File: config.mk
export PLATFORM = sky130hd
export DESIGN_NAME = if_fetch_ctrl_flat
export DESIGN_NICKNAME = d
export VERILOG_FILES = /design/src/rtl/if_fetch_ctrl_if.sv /design/src/rtl/if_fetch_ctrl.sv /design/src/flat_wrapper.sv
export SDC_FILE = /design/constraint.sdc
export NUM_CORES = 1
export LEC_CHECK = 0
export BUFFER_PORTS_ARGS = -buffer_cell sky130_fd_sc_hd__buf_2
export CAP_MARGIN = 10
export CORE_MARGIN = 2
export CORE_UTILIZATION = 50
export CTS_BUF_LIST = sky130_fd_sc_hd__clkbuf_2
export DETAILED_ROUTE_END_ITERATION = 8
export PLACE_DENSITY = 0.85
export SYNTH_ARGS = -nofsm -noshare
export SYNTH_HDL_FRONTEND = slang
export SYNTH_SLANG_ARGS = --single-unit
File: constraint.sdc
create_clock -name clk -period 2.34 [get_ports clk]
set_input_delay 0.468 -clock clk [delete_from_list [all_inputs] [get_ports clk]]
set_output_delay 0.468 -clock clk [all_outputs]
set_load 0.02 [all_outputs]
File: src/rtl/if_fetch_ctrl_if.sv
// Instruction-memory fetch handshake between the fetch controller and imem.
// The controller drives req/addr; memory answers with ack/rdata.
interface if_fetch_ctrl_if #(
    parameter int ADDR_W = 32
) ();
    logic              req;
    logic [ADDR_W-1:0] addr;
    logic              ack;
    logic [31:0]       rdata;

    modport master (
        output req,
        output addr,
        input  ack,
        input  rdata
    );

    modport slave (
        input  req,
        input  addr,
        output ack,
        output rdata
    );
endinterface

File: src/rtl/if_fetch_ctrl.sv
// Fetch controller: owns the PC, sequences imem fetches, builds the stall
// vector and drives the IF/ID register.
module if_fetch_ctrl #(
    parameter int              ADDR_W   = 32,
    parameter logic [ADDR_W-1:0] RESET_PC = '0,
    parameter int              NSTG     = 4
) (
    input  logic              clk,
    input  logic              rst,
    input  logic [NSTG-1:0]   stall_req,
    input  logic              branch_flag,
    input  logic [ADDR_W-1:0] branch_target,
    input  logic              flush,
    input  logic [ADDR_W-1:0] flush_pc,
    if_fetch_ctrl_if.master   imem,
    output logic [ADDR_W-1:0] pc,
    output logic [NSTG+1:0]   stall_o,
    output logic [31:0]       inst_o,
    output logic [ADDR_W-1:0] inst_pc_o,
    output logic              inst_valid_o
);

    typedef enum logic [1:0] {
        BOOT,
        FETCH,
        HOLD
    } state_t;

    state_t            state;
    logic              pbuf_valid;
    logic [31:0]       pbuf_inst;
    logic [ADDR_W-1:0] pbuf_pc;
    logic              discard;
    logic [ADDR_W-1:0] rdr_pc;

    logic [NSTG-1:0]   th;
    logic              redirect;
    logic [ADDR_W-1:0] target;
    logic              hold_ifid;

    // th[k] = some stage at or beyond k requests a stall
    always_comb begin
        th = '0;
        for (int j = 0; j < NSTG; j++) begin
            th[j] = |(stall_req >> j);
        end
    end

    assign stall_o   = flush ? '0 : {th, th[0], th[0]};
    assign hold_ifid = stall_o[1];
    assign redirect  = flush | branch_flag;
    assign target    = flush ? flush_pc : branch_target;

    assign imem.req  = (state == FETCH);
    assign imem.addr = pc;

    always_ff @(posedge clk) begin
        if (rst) begin
            state        <= BOOT;
            pc           <= RESET_PC;
            inst_o       <= '0;
            inst_pc_o    <= '0;
            inst_valid_o <= 1'b0;
            pbuf_valid   <= 1'b0;
            pbuf_inst    <= '0;
            pbuf_pc      <= '0;
            discard      <= 1'b0;
            rdr_pc       <= '0;
        end else if (redirect) begin
            inst_valid_o <= 1'b0;
            pbuf_valid   <= 1'b0;
            if (state != FETCH || imem.ack) begin
                pc      <= target;
                state   <= FETCH;
                discard <= 1'b0;
            end else begin
                // request in flight: keep addr stable, retarget on its ack
                rdr_pc  <= target;
                discard <= 1'b1;
            end
        end else begin
            unique case (state)
                BOOT: begin
                    state <= FETCH;
                    if (!hold_ifid) inst_valid_o <= 1'b0;
                end
                FETCH: begin
                    if (imem.ack && discard) begin
                        pc      <= rdr_pc;
                        discard <= 1'b0;
                        if (!hold_ifid) inst_valid_o <= 1'b0;
                    end else if (imem.ack) begin
                        pc <= pc + ADDR_W'(4);
                        if (!hold_ifid) begin
                            inst_o       <= imem.rdata;
                            inst_pc_o    <= pc;
                            inst_valid_o <= 1'b1;
                        end else begin
                            pbuf_inst  <= imem.rdata;
                            pbuf_pc    <= pc;
                            pbuf_valid <= 1'b1;
                            state      <= HOLD;
                        end
                    end else if (!hold_ifid) begin
                        inst_valid_o <= 1'b0;
                    end
                end
                HOLD: begin
                    if (!hold_ifid) begin
                        inst_o       <= pbuf_inst;
                        inst_pc_o    <= pbuf_pc;
                        inst_valid_o <= 1'b1;
                        pbuf_valid   <= 1'b0;
                        state        <= FETCH;
                    end
                end
                default: state <= BOOT;
            endcase
        end
    end

endmodule

File: src/flat_wrapper.sv
// flat-port wrapper written by rule: the top's interface ports become plain ports
module if_fetch_ctrl_flat 
#(
    parameter int              ADDR_W   = 32,
    parameter logic [ADDR_W-1:0] RESET_PC = '0,
    parameter int              NSTG     = 4
)
  (clk, rst, stall_req, branch_flag, branch_target, flush, flush_pc, pc, stall_o, inst_o, inst_pc_o, inst_valid_o, imem_req, imem_addr, imem_ack, imem_rdata);
  if_fetch_ctrl_if #(.ADDR_W(ADDR_W)) imem_i ();
  input  logic clk;
  input  logic rst;
  input  logic [NSTG-1:0] stall_req;
  input  logic branch_flag;
  input  logic [ADDR_W-1:0] branch_target;
  input  logic flush;
  input  logic [ADDR_W-1:0] flush_pc;
  output logic [ADDR_W-1:0] pc;
  output logic [NSTG+1:0] stall_o;
  output logic [31:0] inst_o;
  output logic [ADDR_W-1:0] inst_pc_o;
  output logic inst_valid_o;
  output wire logic [$bits(imem_i.req)-1:0] imem_req;
  output wire logic [$bits(imem_i.addr)-1:0] imem_addr;
  input wire logic [$bits(imem_i.ack)-1:0] imem_ack;
  input wire logic [$bits(imem_i.rdata)-1:0] imem_rdata;
  assign imem_req = imem_i.req;
  assign imem_addr = imem_i.addr;
  assign imem_i.ack = imem_ack;
  assign imem_i.rdata = imem_rdata;
  if_fetch_ctrl #(.ADDR_W(ADDR_W), .RESET_PC(RESET_PC), .NSTG(NSTG)) u_core (.clk(clk), .rst(rst), .stall_req(stall_req), .branch_flag(branch_flag), .branch_target(branch_target), .flush(flush), .flush_pc(flush_pc), .imem(imem_i), .pc(pc), .stall_o(stall_o), .inst_o(inst_o), .inst_pc_o(inst_pc_o), .inst_valid_o(inst_valid_o));
endmodule
==> results_dict.tcl <==
set metrics [dict create \
    outcome "complete, no violations" \
    drive_gt1_share_pct 28.8 \
    powerDensity_mw_per_mm2 552 \
    globalRouteOverflowTotal 0 \
    cts_tree "built" \
    p_int_w 0.00455 \
    die_x_um 144 \
    grt_use_met2_pct 47.2 \
    drt-total-wl_mm 30.5 \
    power_frac_seq_pct 52.5 \
    final.setup_skew_ps 36.3 \
    synthDistinctLibCells 62 \
    grt_use_total_pct 28.1 \
    netlist.area_leader.share_pct 40.0 \
    period_minus_slack_ps 2230 \
    ys_top_cells_by_area "dfxtp_1, mux2i_1, a211oi_2" \
    hold_viol_final 0 \
    h-tree-depth 4 \
    pre_cts_ws_ps 61.0 \
    synthFlopType "dfxtp_1" \
    worstPathMaxFanout 23 \
    fillers 1532 \
    yosysSeqAreaShare_pct 40.0 \
    swShare_pct 33.8 \
    dr.pass1.iters 9 \
    cts_buffers 17 \
    p_leak_nw 4.76 \
    yosys.area.top_type "dfxtp_1" \
    met1_usage_pct 35.7 \
    crit_type "reg2reg" \
    synth.yosys.warnings 0 \
    synthToLayoutAreaGrowth_pct 27.1 \
    grt_start_max_net_pins 79 \
    fin_nets 1521 \
    clkTransAtPathRegs_ps 320 \
    clock-sinks 196 \
    drc 0 \
    max_slew.worst_pin.slew_ps 639 \
    syn_inst 1134 \
    final_max_slew_viol_count 0 \
    layout_commonest_cell "buf_2" \
    first_global_vias 9280 \
    placementRows 51 \
    grt_pass1_wl_mm 46.4 \
    crit_arrival_ps 3000 \
    synth_edf_count 0 \
    slowest_delay_ps 600 \
    wl_per_cell_um 18.1 \
    via_per_inst 5.89 \
    use_met3_pct 4.93 \
    gp_congestion 0.888 \
    first_iter_violations 1027 \
    insertion_delay_ps 790 \
    setup_viol 0 \
    end_kind "register" \
    die_h_um 144 \
    ant_nets 0 \
    dp_hpwl_mm 18.8 \
    finalWorstSetupSlack_ps 106 \
    hold_path.class "in2reg" \
    path_cells "inv_1 > ha_4 > nand2b_1 > nor2_4 > buf_12 > nor2_1 > a311oi_1 > dlygate4sd3_1" \
    critPathSlowestCell "dlygate4sd3_1" \
    grt-busiest-layer "met2" \
    pin_count 241 \
    core_area_mm2 0.0193 \
    clock.fmax_mhz 448 \
    cts_buffer_depth 2 \
    min_period_over_period_pct 95.5 \
    antenna_found_initial 2 \
    p_sw_w 0.00232 \
    vias 9951 \
    dieArea_mm2 0.0207 \
    async_reset_ff_share_pct 0 \
    irDropWorstVdd_uv 317 \
    maxSlewHeadroom_pct 57.4 \
    cts_root_buf "clkbuf_2" \
    max-cap-violations 0 \
    comb_power_share_pct 21.9 \
    clkPwrFrac_pct 25.5 \
    layout_common_cells "buf_2, dfxtp_1, nand2_1" \
    io_buffers 240 \
    synth_nets 1245 \
    fin_tns_setup_ps 0 \
    ys_seq_elements 196 \
    synthesis.area_mm2 0.00980 \
    syn-mean-instance-area_um2 8.65 \
    worstPathRequired_ps 3110 \
    initial_core_util_pct 50.7 \
    critPathLaunchType "register" \
]
## layer usage
| metal | share of wire, % | vias to the layer above | wire (um) |
|---|---|---|---|
| met1 | 41 | 4709 | 12500 |
| met3 | 7.2 | 107 | 2200 |
| met2 | 48 | 531 | 14800 |
| met4 | 3.3 | 0 | 1000 |
| met5 | 0 | - | 0 |
| li1 | - | 4604 | - |
## final cells by class
cell class              count  area [um2]  area share (%)
clock inverters            15         168            1.35
flip-flops and latches    196        3930            31.5
diodes                      2        5.00          0.0402
clock buffers              17        85.1           0.683
repair buffers            396        2750            22.1
inverters                   8        30.0           0.241
well taps                 265         332            2.66
multi-input cells         791        5160            41.4
## metrics by stage
step,power (W),utilization (%),hold WS (ps),cell area (um2),cells
after floorplan,0.00452,-,436,9800,1134
after global placement,0.00493,57.8,441,11200,1556
after detailed placement,0.00497,57.8,447,11200,1556
after CTS,0.00685,64.3,4.27,12400,1686
after global routing,0.00715,64.5,18.9,12500,1690
final,0.00687,64.5,78.7,12500,1690
## sequential cells by signal, summed over array words and instances (netlist names)
register,flops
u_core.discard,1
u_core.imem.addr,32
u_core.inst_o,32
u_core.inst_pc_o,32
u_core.inst_valid_o,1
u_core.pbuf_inst,32
u_core.pbuf_pc,32
u_core.rdr_pc,32
u_core.state,2
## power by group through the flow
stage | clock network, W | registers (W) | logic [W]
6_report | 0.00176 | 0.00361 | 0.00151
5_1_grt | 0.00191 | 0.00363 | 0.00161
4_1_cts | 0.00180 | 0.00360 | 0.00145
3_5_place_dp | 0 | 0.00366 | 0.00131
3_3_place_gp | 0 | 0.00365 | 0.00128
2_1_floorplan | 0 | 0.00374 | 0.000775
## kinds of logic after synthesis
kind of cell | count (synthesis) | share of synthesized area, %
flip-flops | 196 | 40.0
AO/OA/AOI/OAI | 294 | 23.4
multiplexers | 93 | 9.51
adder cells (fa/ha/maj) | 6 | 0.766
AND/OR/NAND/NOR | 398 | 18.3
buffers and inverters | 147 | 7.94
## cell usage after synthesis, types with 10 or more instances
library cell / instances
dfxtp_1: 196
nand2_1: 183
nor2_1: 113
mux2i_1: 92
a21oi_1: 90
a211oi_2: 58
clkbuf_1: 57
a211oi_1: 39
buf_4: 38
buf_2: 35
o21ai_0: 23
a222oi_1: 18
nor3_1: 17
nand3_1: 12
nor2_2: 12
nand4_1: 10
## worst max-delay path, delay by kind of cell, from the launching register on
kind | cells | cell delay (ps)
compound gates | 1 | 270
fa+ha+maj | 1 | 200
buf+inv | 3 | 940
flops | 1 | 410
simple gates | 3 | 390
## final timing paths
path                              from  depth (start not counted)  slack [ps]                   end
hold reg to reg   u_core.pbuf_inst[20]                          2         470  u_core.pbuf_inst[20]
hold / removal             flush_pc[9]                          4          80   u_core.imem.addr[9]
setup reg to reg       u_core.state[1]                          8         110      u_core.rdr_pc[7]
setup / recovery       u_core.state[1]                          8         110      u_core.rdr_pc[7]
## repair_timing
action                                  CTS  global route
buffers inserted                          0             1
hold endpoints to repair                106             0
cloned                                    0             1
resized for setup                         2             1
hold buffers                             98             0
endpoints found under the setup margin    1             6
pin swaps                                 0             1
Power figures use the tool's default switching activity.
